**src/rtl/field_pkg.sv**
```systemverilog
// Shared state encoding, default geometry and rotation index helper for the field lock engine.
package field_pkg;

    localparam int FIELD_W_DEF = 20;
    localparam int FIELD_H_DEF = 20;
    localparam int BLK_DEF     = 4;

    typedef enum logic [1:0] {
        IDLE,
        SCAN,
        CLEAR,
        DONE
    } state_e;

    // Piece matrix bit that lands on output cell (i, j) after k clockwise quarter turns.
    function automatic int rot_src_idx(input logic [1:0] rotate, input int i, input int j, input int blk);
        int r;
        int c;
        case (rotate)
            2'd0:    begin r = i;           c = j;           end
            2'd1:    begin r = blk - 1 - j; c = i;           end
            2'd2:    begin r = blk - 1 - i; c = blk - 1 - j; end
            default: begin r = j;           c = blk - 1 - i; end
        endcase
        return r * blk + c;
    endfunction

endpackage

```
**src/rtl/field_row_compact.sv**
```systemverilog
// Row compactor: walks the field bottom-up one row per enabled cycle, dropping full rows.
module field_row_compact
    import field_pkg::*;
#(
    parameter int FIELD_W = FIELD_W_DEF,
    parameter int FIELD_H = FIELD_H_DEF
) (
    input  logic                           clk,
    input  logic                           rst,
    input  logic                           init_i,
    input  logic                           en_i,
    input  logic [FIELD_W*FIELD_H-1:0]     field_i,
    output logic [FIELD_W*FIELD_H-1:0]     field_d_o,
    output logic [$clog2(FIELD_H+1)-1:0]   count_d_o,
    output logic                           last_o
);

    localparam int FA = FIELD_W * FIELD_H;
    localparam int RW = $clog2(FIELD_H);
    localparam int CW = $clog2(FIELD_H + 1);

    logic [RW-1:0]      rd_q, rd_d;
    logic [RW-1:0]      wr_q, wr_d;
    logic [CW-1:0]      cnt_q, cnt_d;
    logic [FA-1:0]      out_q, out_d;
    logic [FIELD_W-1:0] row;
    logic               row_full;

    // Each surviving row is written exactly once into a zeroed buffer, so OR-ing it in is enough.
    always_comb begin
        rd_d     = rd_q;
        wr_d     = wr_q;
        cnt_d    = cnt_q;
        out_d    = out_q;
        row      = FIELD_W'(field_i >> (int'(rd_q) * FIELD_W));
        row_full = &row;
        if (init_i) begin
            rd_d  = RW'(FIELD_H - 1);
            wr_d  = RW'(FIELD_H - 1);
            cnt_d = '0;
            out_d = '0;
        end else if (en_i) begin
            rd_d = rd_q - RW'(1);
            if (row_full) begin
                cnt_d = cnt_q + CW'(1);
            end else begin
                out_d = out_q | (FA'(row) << (int'(wr_q) * FIELD_W));
                wr_d  = wr_q - RW'(1);
            end
        end
    end

    assign field_d_o = out_d;
    assign count_d_o = cnt_d;
    assign last_o    = en_i && (rd_q == '0);

    always_ff @(posedge clk) begin
        if (rst) begin
            rd_q  <= '0;
            wr_q  <= '0;
            cnt_q <= '0;
            out_q <= '0;
        end else begin
            rd_q  <= rd_d;
            wr_q  <= wr_d;
            cnt_q <= cnt_d;
            out_q <= out_d;
        end
    end

endmodule

```
**src/rtl/field_lock_engine.sv**
```systemverilog
// Sequential piece overlay: scans a rotated BLKxBLK piece onto the field one cell per cycle.
// Define FIELD_LOCK_ROWCLR_EN to add the CLEAR pass that compacts full rows after a clean lock.
module field_lock_engine
    import field_pkg::*;
#(
    parameter int FIELD_W = FIELD_W_DEF,
    parameter int FIELD_H = FIELD_H_DEF,
    parameter int BLK     = BLK_DEF
) (
    input  logic                           clk,
    input  logic                           rst,
    input  logic                           start,
    input  logic                           mode,
    input  logic [1:0]                     rotate,
    input  logic [$clog2(FIELD_W)-1:0]     block_pos_x,
    input  logic [$clog2(FIELD_H)-1:0]     block_pos_y,
    input  logic [BLK*BLK-1:0]             block_matrix,
    input  logic [FIELD_W*FIELD_H-1:0]     field_background,
    output logic                           busy,
    output logic                           done,
    output logic                           collide,
    output logic                           out_of_bounds,
    output logic [FIELD_W*FIELD_H-1:0]     field_out,
    output logic [$clog2(FIELD_H+1)-1:0]   rows_cleared
);

    localparam int FA  = FIELD_W * FIELD_H;
    localparam int XW  = $clog2(FIELD_W);
    localparam int YW  = $clog2(FIELD_H);
    localparam int MW  = $clog2(BLK * BLK);
    localparam int FIW = $clog2(FA);
    localparam int CW  = $clog2(FIELD_H + 1);

    state_e            state_q, state_d;
    logic [MW-1:0]     n_q, n_d;
    logic              mode_q, mode_d;
    logic [1:0]        rot_q, rot_d;
    logic [XW-1:0]     px_q, px_d;
    logic [YW-1:0]     py_q, py_d;
    logic [BLK*BLK-1:0] mat_q, mat_d;
    logic [FA-1:0]     bg_q, bg_d;
    logic [FA-1:0]     work_q, work_d;
    logic              coll_w_q, coll_w_d;
    logic              oob_w_q, oob_w_d;
    logic [FA-1:0]     fout_q, fout_d;
    logic              coll_q, coll_d;
    logic              oob_q, oob_d;

    int                cell_i, cell_j;
    logic              src_bit, in_range;
    logic [XW:0]       tx;
    logic [YW:0]       ty;
    logic [FIW-1:0]    fidx;

`ifdef FIELD_LOCK_ROWCLR_EN
    logic [CW-1:0]     rows_q, rows_d;
    logic [FA-1:0]     comp_field;
    logic [CW-1:0]     comp_count;
    logic              comp_last;

    field_row_compact #(
        .FIELD_W (FIELD_W),
        .FIELD_H (FIELD_H)
    ) u_compact (
        .clk       (clk),
        .rst       (rst),
        .init_i    (state_q == IDLE && start),
        .en_i      (state_q == CLEAR),
        .field_i   (work_q),
        .field_d_o (comp_field),
        .count_d_o (comp_count),
        .last_o    (comp_last)
    );

    assign rows_cleared = rows_q;
`else
    assign rows_cleared = '0;
`endif

    // Target coordinates carry one extra bit so a piece hanging off the right or bottom edge never wraps.
    always_comb begin
        cell_i   = int'(n_q) / BLK;
        cell_j   = int'(n_q) % BLK;
        src_bit  = mat_q[MW'(rot_src_idx(rot_q, cell_i, cell_j, BLK))];
        tx       = {1'b0, px_q} + (XW+1)'(cell_j);
        ty       = {1'b0, py_q} + (YW+1)'(cell_i);
        in_range = (tx < (XW+1)'(FIELD_W)) && (ty < (YW+1)'(FIELD_H));
        fidx     = FIW'(int'(ty) * FIELD_W + int'(tx));
    end

    always_comb begin
        state_d  = state_q;
        n_d      = n_q;
        mode_d   = mode_q;
        rot_d    = rot_q;
        px_d     = px_q;
        py_d     = py_q;
        mat_d    = mat_q;
        bg_d     = bg_q;
        work_d   = work_q;
        coll_w_d = coll_w_q;
        oob_w_d  = oob_w_q;
        fout_d   = fout_q;
        coll_d   = coll_q;
        oob_d    = oob_q;
`ifdef FIELD_LOCK_ROWCLR_EN
        rows_d   = rows_q;
`endif
        case (state_q)
            IDLE: begin
                if (start) begin
                    state_d  = SCAN;
                    n_d      = '0;
                    mode_d   = mode;
                    rot_d    = rotate;
                    px_d     = block_pos_x;
                    py_d     = block_pos_y;
                    mat_d    = block_matrix;
                    bg_d     = field_background;
                    work_d   = field_background;
                    coll_w_d = 1'b0;
                    oob_w_d  = 1'b0;
                end
            end
            SCAN: begin
                if (src_bit) begin
                    if (!in_range) begin
                        oob_w_d = 1'b1;
                    end else if (bg_q[fidx]) begin
                        coll_w_d = 1'b1;
                    end else begin
                        work_d[fidx] = 1'b1;
                    end
                end
                n_d = n_q + MW'(1);
                if (n_q == MW'(BLK * BLK - 1)) begin
                    state_d = DONE;
`ifdef FIELD_LOCK_ROWCLR_EN
                    if (mode_q && !coll_w_d && !oob_w_d) begin
                        state_d = CLEAR;
                    end
`endif
                    // A rejected lock hands back the untouched snapshot.
                    if (state_d == DONE) begin
                        fout_d = (mode_q && (coll_w_d || oob_w_d)) ? bg_q : work_d;
                        coll_d = coll_w_d;
                        oob_d  = oob_w_d;
`ifdef FIELD_LOCK_ROWCLR_EN
                        rows_d = '0;
`endif
                    end
                end
            end
`ifdef FIELD_LOCK_ROWCLR_EN
            CLEAR: begin
                if (comp_last) begin
                    state_d = DONE;
                    fout_d  = comp_field;
                    rows_d  = comp_count;
                    coll_d  = 1'b0;
                    oob_d   = 1'b0;
                end
            end
`endif
            default: state_d = IDLE;
        endcase
    end

    always_ff @(posedge clk) begin
        if (rst) begin
            state_q  <= IDLE;
            n_q      <= '0;
            mode_q   <= 1'b0;
            rot_q    <= '0;
            px_q     <= '0;
            py_q     <= '0;
            mat_q    <= '0;
            bg_q     <= '0;
            work_q   <= '0;
            coll_w_q <= 1'b0;
            oob_w_q  <= 1'b0;
            fout_q   <= '0;
            coll_q   <= 1'b0;
            oob_q    <= 1'b0;
`ifdef FIELD_LOCK_ROWCLR_EN
            rows_q   <= '0;
`endif
        end else begin
            state_q  <= state_d;
            n_q      <= n_d;
            mode_q   <= mode_d;
            rot_q    <= rot_d;
            px_q     <= px_d;
            py_q     <= py_d;
            mat_q    <= mat_d;
            bg_q     <= bg_d;
            work_q   <= work_d;
            coll_w_q <= coll_w_d;
            oob_w_q  <= oob_w_d;
            fout_q   <= fout_d;
            coll_q   <= coll_d;
            oob_q    <= oob_d;
`ifdef FIELD_LOCK_ROWCLR_EN
            rows_q   <= rows_d;
`endif
        end
    end

    assign busy          = (state_q != IDLE);
    assign done          = (state_q == DONE);
    assign field_out     = fout_q;
    assign collide       = coll_q;
    assign out_of_bounds = oob_q;

endmodule

```
**config.mk**
```make
export PLATFORM = sky130hd
export DESIGN_NAME = field_lock_engine
export DESIGN_NICKNAME = d
export VERILOG_FILES = /design/src/rtl/field_pkg.sv /design/src/rtl/field_row_compact.sv /design/src/rtl/field_lock_engine.sv
export SDC_FILE = /design/constraint.sdc
export NUM_CORES = 2
export LEC_CHECK = 0
export BUFFER_PORTS_ARGS = -buffer_cell sky130_fd_sc_hd__buf_2
export CAP_MARGIN = 5
export CORE_MARGIN = 2
export CORE_UTILIZATION = 51
export DETAILED_ROUTE_END_ITERATION = 16
export PLACE_DENSITY = 0.73
export SETUP_SLACK_MARGIN = 0.02
export SYNTH_ARGS = -nofsm -noshare
export SYNTH_HDL_FRONTEND = slang
export SYNTH_SLANG_ARGS = --single-unit
```
**constraint.sdc**
```tcl
create_clock -name clk -period 6.4 [get_ports clk]
set_input_delay 1.28 -clock clk [delete_from_list [all_inputs] [get_ports clk]]
set_output_delay 1.28 -clock clk [all_outputs]
set_load 0.01 [all_outputs]
```
# [Word-level counts from Yosys, hierarchy flattened]
# Cells that the tools add are included.
# W data, S select, Z words.
[classes] add_sub_neg=7 mul=1 magnitude_cmp=5 eq_ne=7 muxes=30 bitwise=1 reduce_logical=12
[ops] cell="$mux W400" count=5
[ops] cell="$pmux W400 S2" count=1
[ops] cell="$or A400 B400 Y400" count=1
[ops] cell="$add A5 B2 Y6" count=2
[ops] cell="$lt A6 B5 Y1 const B" count=2
[ops] cell="$mux W1" count=12
[ops] cell="$pmux W4 S3" count=1
[ops] cell="$lt A9 B10 Y1 const B" count=1
[ops] cell="$add A9 B6 Y9" count=1
[ops] cell="$bmux W1 S9" count=1
[ops] cell="$demux W1 S9" count=1
[ops] cell="$ge A9 B1 Y1 const B" count=1
[ops] cell="$pmux W4 S2" count=1
[ops] cell="$reduce_and A2 Y1" count=4
[ops] cell="$mul A6 B3 Y7 const B" count=1
[ops] cell="$lt A4 B6 Y1 const B" count=1
[ops] cell="$pmux W2 S3" count=1
[ops] cell="$sub A2 B2 Y3 const A" count=2
[ops] cell="$add A4 B1 Y4 const B" count=1
[ops] cell="$add A4 B4 Y4" count=1
[ops] cell="$bmux W1 S4" count=1
[ops] cell="$eq A2 B1 Y1 const B" count=2
[ops] cell="$eq A2 B2 Y1 const B" count=2
[ops] cell="$eq A4 B4 Y1 const B" count=1
[ops] cell="other kinds (9)" count=16
[word_totals] ff_bits=1239 inputBits=432 output_inout_bits=409 elab_cells=77

# [Longest topological paths before layout]
[logic_depth] depth_word=12 depth_mapped=21 ltp_nobuf=16

# [Worst setup path after synthesis]
# OpenSTA, ideal clock, no wires.
[synth_path] path_kind="reg2reg" start="reg n_q[0]" end="reg fout_q[148], in the netlist field_out[148]" setup_time_ps=79 arrival_ps=4828 required_time_ps=6321 path_slack_ps=1493 path_stages_with_launch=19 path_buffers=6 synth_period_minus_slack_ps=4907 path_cell_list="dfxtp_1 -> ha_1 -> fa_1 -> xor2_1 -> ha_1 -> fa_1 -> buf_2 -> buf_1 -> clkbuf_1 -> nor3_1 -> o31a_1 -> o311ai_1 -> o21ai_1 -> buf_2 -> nor4_1 -> buf_2 -> buf_1 -> a21oi_1 -> o211ai_1"
[synth_via] elab_chain_cells=11 word_cells_on_any_way=34 cone_classes="4 x add/sub; 3 x order compare; 1 x eq/ne; 20 x mux; 1 x bitwise; 5 x reduce/logical"
[synth_rtl] element="start: declaration" line_no="field_lock_engine.sv:35" source="logic [MW-1:0] n_q, n_d;"
[synth_rtl] element="start signal: assignment" line_no="field_lock_engine.sv:190" source="n_q <= n_d;"
[synth_rtl] element="$add A5 B2 Y6 / $sub A2 B2 Y3 (equally long branches)" line_no="field_lock_engine.sv:85, field_pkg.sv:22"
[synth_rtl] element="$add A9 B6 Y9, or another cell as far along" line_no="field_lock_engine.sv:88" source="fidx = FIW'(int'(ty) * FIELD_W + int'(tx));"
[synth_rtl] element="$bmux W1 S9, or another cell as far along" line_no="field_lock_engine.sv:129" source="end else if (bg_q[fidx]) begin"
[synth_rtl] element="$mux W1 (implied by the code), or another cell as far along" line_no="field_lock_engine.sv:129"
[synth_rtl] element="$mux W1, on equally long branches" line_no="field_lock_engine.sv:129, field_lock_engine.sv:84, field_lock_engine.sv:132"
[synth_rtl] element="$mux W1, or another cell as far along" line_no="field_lock_engine.sv:127" source="if (!in_range) begin"
[synth_rtl] element="$mux W1 / $or A400 B400 Y400 (equally long branches)"
[synth_rtl] element="$mux W1 / $mux W400 (equally long branches)" line_no="field_lock_engine.sv:109, field_lock_engine.sv:129"
[synth_rtl] element="$logic_or A1 B1 Y1 / $mux W400 (equally long branches)" line_no="field_lock_engine.sv:145, field_lock_engine.sv:127"
[synth_rtl] element="$logic_and A1 B1 Y1 / $mux W400 (equally long branches)" line_no="field_lock_engine.sv:145, field_lock_engine.sv:126"
[synth_rtl] element="$mux W400" line_no="field_lock_engine.sv:145" source="fout_d = (mode_q && (coll_w_d || oob_w_d)) ? bg_q : work_d;"
[synth_rtl] element="end signal: assignment" line_no="field_lock_engine.sv:200" source="fout_q <= fout_d;"
[synth_rtl] element="end: declaration" line_no="field_lock_engine.sv:45" source="logic [FA-1:0] fout_q, fout_d;"
# Parallel ways exist; a longest one is shown, timed or not. The select of a mux whose other input is x is not followed.
# A chain may end at the register's enable or synchronous reset.

# [Worst setup path after layout]
[layout_path] start="reg n_q[0]" end="reg fout_q[141], in the netlist field_out[141]"
# Same word-level chain as after synthesis.

==> run_results.csv <==
group,metric,value,unit
status,run_status,"complete, no violations",
cts,cts-htree-levels,4,
placement,dp_cell_count,8203,
floorplanning,chipHeight,331,um
floorplanning,fp.dieArea,0.110,mm2
floorplanning,fp.dieW,331,um
cells_and_area,layout-area-overhead-vs-synth,17.6,%
timing,period_share,97.3,%
cells_and_area,final_cells,8454,
logic_synthesis,synth_area,0.0545,mm2
logic_synthesis,ys_ff_latch,1239,
critical_path,rr_startpoint,"n_q[0]",
pwr,p_leak,23.7,nW
logic_synthesis,syn_avg_cell_area,8.40,um2
flow_run,max-cap-violations,0,
hold_path,hold_path_class,"flip-flop to flip-flop",
cts,clk_root_buffer_cell,"sky130_fd_sc_hd__clkbuf_16",
cells_and_area,num-nets-final,7401,
critical_path,setup.worst_path.start_class,"flip-flop",
critical_path,critPathCapture,"field_out[141]",
critical_path,path_class,"flip-flop to flip-flop",
route,drt_wl_total,226000,um
timing,rsz0062_at_grt,"true",
critical_path,critical_path.n_buffers_inverters,4,
floorplanning,starting_density,51.6,%
global_routing,grt.overflow.total,0,
floorplanning,ios,841,
timing,slew_headroom,5.72,%
timing,worst_slew_pin_slew,1.41,ns
timing,timing_limited_maximum_frequency,161,MHz
pwr,ir_worst_vdd,0.197,mV
floorplanning,coreArea,0.106,mm2
placement,buffers_on_ports,835,
cells_and_area,final_cell_area,0.0641,mm2
global_routing,first_global_vias,52200,
logic_synthesis,synth.distinct_cells,67,
timing,final_count_of_hold_timing_violations,0,
critical_path,critical_path.startpoint,"n_q[0]",
route,wl_per_cell,26.7,um
timing,timing.final.crit_period,6.23,ns
critical_path,max_stage_delay,0.79,ns
cts,path_clk_slew,0.06,ns
critical_path,worst_ep_arrival_time,6.91,ns
placement,dp_hpwl,143000,um
logic_synthesis,synth_async_sr_flop_share,0,%
logic_synthesis,synth.yosys.seq_area_share,45.5,%
placement,dpl-instance-area,0.0596,mm2
logic_synthesis,synthCells,6490,
timing,setup_viol,0,
route,ant_nets,0,
global_routing,grt_max_degree,222,
cts,clock_tree_from_tritoncts,"yes",
critical_path,path_common_cell,"sky130_fd_sc_hd__buf_4",
floorplanning,rows,119,
logic_synthesis,synth_ff_type,"sky130_fd_sc_hd__dfxtp_1",
critical_path,path_cells,"ha_4, fa_4, xor2_1, ha_4, fa_2, buf_4, nor2b_4, buf_4, a22oi_1, nand2_1, a22oi_1, a311o_1, o32a_1, a211oi_4, buf_4, buf_12, o211ai_1, o211ai_1",
cts,clkLatencyLatePin,0.78,ns
cts,cts_made_buffers,131,
route,via_to_cell_ratio,6.61,
timing,fin_worst_skew,0.0442,ns
critical_path,timing.rr.end,"field_out[141]",
critical_path,slack_of_the_worst_reg_to_reg_path,0.17,ns
pwr,p_per_area,289,mW/mm2
route,vias,55900,
critical_path,critical_path.endpoint_type,"flip-flop",
global_routing,gr-usage-all-layers,39.4,%
critical_path,worst_path_dominant_cell_family,"adder cells",
critical_path,timing.critical_path.slowest_stage_cell,"sky130_fd_sc_hd__fa_2",
placement,finalWeightedCongestion,0.903,
cts,cts_max_path_buffers,3,
critical_path,required,7.08,ns
global_routing,grt_antenna_before_repair,26,
route,detail_route.first_pass.iterations,6,
critical_path,path_max_fanout,120,
global_routing,first_pass_grt_wire_length,329000,um
route,drtIter0Drc,7671,
cts,cts.sink_count,1239,
critical_path,number_of_cells_on_the_critical_path,18,
logic_synthesis,ys.warnings.count,0,
logic_synthesis,synth_enable_flop_cells,0,
critical_path,r2r_cells,18,
route,drc,0,
cells_and_area,drive_above_1_share,22.0,%
timing,finalMaxSlewViolations,0,
cells in the mapped netlist, types with 22 or more instances:
library cell	count	area share [%]
sky130_fd_sc_hd__a21oi_1	818	7.5
sky130_fd_sc_hd__a22oi_1	25	0.34
sky130_fd_sc_hd__a31oi_1	401	4.6
sky130_fd_sc_hd__a41oi_1	28	0.45
sky130_fd_sc_hd__buf_1	22	0.15
sky130_fd_sc_hd__buf_2	62	0.57
sky130_fd_sc_hd__buf_6	26	0.54
sky130_fd_sc_hd__clkbuf_1	534	3.7
sky130_fd_sc_hd__dfxtp_1	1239	46
sky130_fd_sc_hd__mux2i_1	25	0.46
sky130_fd_sc_hd__mux4_2	103	4.3
sky130_fd_sc_hd__nand2_1	1727	12
sky130_fd_sc_hd__nand3_1	354	3.3
sky130_fd_sc_hd__nand4_1	30	0.34
sky130_fd_sc_hd__nor2_1	96	0.66
sky130_fd_sc_hd__nor4_1	29	0.33
sky130_fd_sc_hd__o211ai_1	598	8.2
sky130_fd_sc_hd__o211ai_2	200	4.6
worst min path at each step:
stage,cells past startpoint,slack [ns],to,from
after floorplan,2,0.43,mat_q[10],mat_q[10]
after global placement,2,0.44,mat_q[1],mat_q[1]
after detailed placement,2,0.45,mat_q[0],mat_q[0]
after CTS,2,0.46,mat_q[0],mat_q[0]
after global routing,2,0.48,mat_q[0],mat_q[0]
final,2,0.46,mat_q[7],mat_q[7]
area by class of cell:
class | instances | area, um2
clock buffers | 191 | 3900
multi-input cells | 4596 | 27300
repair buffers | 975 | 5790
fillers | 9236 | 41600
well taps | 1391 | 1740
flip-flops and latches | 1239 | 24800
inverters | 6 | 22.5
clock inverters | 47 | 533
diodes | 9 | 22.5
metrics by stage:
step	util [%]	TNS (ns)	setup slack (ns)	hold slack, ns	power (mW)
final	60.7	0	0.171	0.459	18.6
after CTS	60.6	0	0.0439	0.460	18.4
after detailed placement	56.4	-80.77	-0.376	0.450	10.7
after global routing	60.6	0	0.0178	0.483	19.0
after global placement	56.4	-50.02	-0.297	0.443	10.7
after floorplan	-	0	1.49	0.433	9.68
flip-flops by register name, summed over array words and instances, names as in the netlist:
signal,flops
mat_q,16
work_q,400
field_out,400
py_q,5
out_of_bounds,1
coll_w_q,1
rot_q,2
collide,1
px_q,5
n_q,4
mode_q,1
state_q,2
bg_q,400
oob_w_q,1
tightest hold or removal path: cells and delay by family (launching register included):
family	cells	cell delay (ns)
and+or+nand+nor	1	0.05
AOI/OAI and AO/OA	1	0.05
DFF	1	0.31
cell families after synthesis:
| family | after synthesis | share of synthesized area, % |
|---|---|---|
| xor+xnor | 23 | 0.370 |
| other cells | 1 | 0.00688 |
| fa+ha+maj | 20 | 0.514 |
| flops | 1239 | 45.5 |
| simple gates | 2294 | 17.2 |
| compound gates | 2119 | 26.4 |
| mux | 135 | 4.86 |
| buf+inv | 659 | 5.10 |
timing repair:
| action | in CTS | in global routing |
|---|---|---|
| endpoints found under the setup margin | 397 | 593 |
| gates cloned | 0 | 0 |
| setup buffers | 2 | 2 |
| hold buffers | 0 | 0 |
| pin swaps | 0 | 2 |
| resized for setup | 0 | 2 |
routing by layer:
| metal | vias to the layer above | share of wire (%) | track usage [%] |
|---|---|---|---|
| met5 | - | 0.066 | 0 |
| met4 | 22 | 7.0 | 26.0 |
| met1 | 26600 | 37 | 50.3 |
| met2 | 4124 | 44 | 59.3 |
| met3 | 778 | 12 | 9.57 |
| li1 | 24400 | - | - |
report_power, final:
part           switching (mW)  leakage (nW)  internal, mW
combinational            1.71          11.4         0.709
sequential              0.217          10.1          8.03
clock                    3.31          2.18          4.58
cells in the final DEF (no fill, tap or decap), drive strengths merged, types with 3 or more instances in the layout:
master,Yosys,routed
nand2,1727,1727
dfxtp,1239,1239
buf,119,975
a21oi,818,818
o211ai,798,798
a31oi,401,401
nand3,354,354
clkbuf,534,191
mux4,103,103
nor2,96,96
nor4,34,34
nand4,30,30
a41oi,28,28
clkinv,0,26
mux2i,25,25
a22oi,25,25
ha,16,16
xnor2,14,14
nor3,13,13
inv,6,13
nand2b,10,10
diode,0,9
xor2,9,9
and2,9,9
nor2b,9,9
o21ai,9,9
bufinv,0,8
mux2,7,7
clkinvlp,0,6
a211oi,6,6
conb,1,5
fa,4,4
a311oi,3,3
o22ai,3,3
No activity file was read; power rests on OpenSTA's default activity.
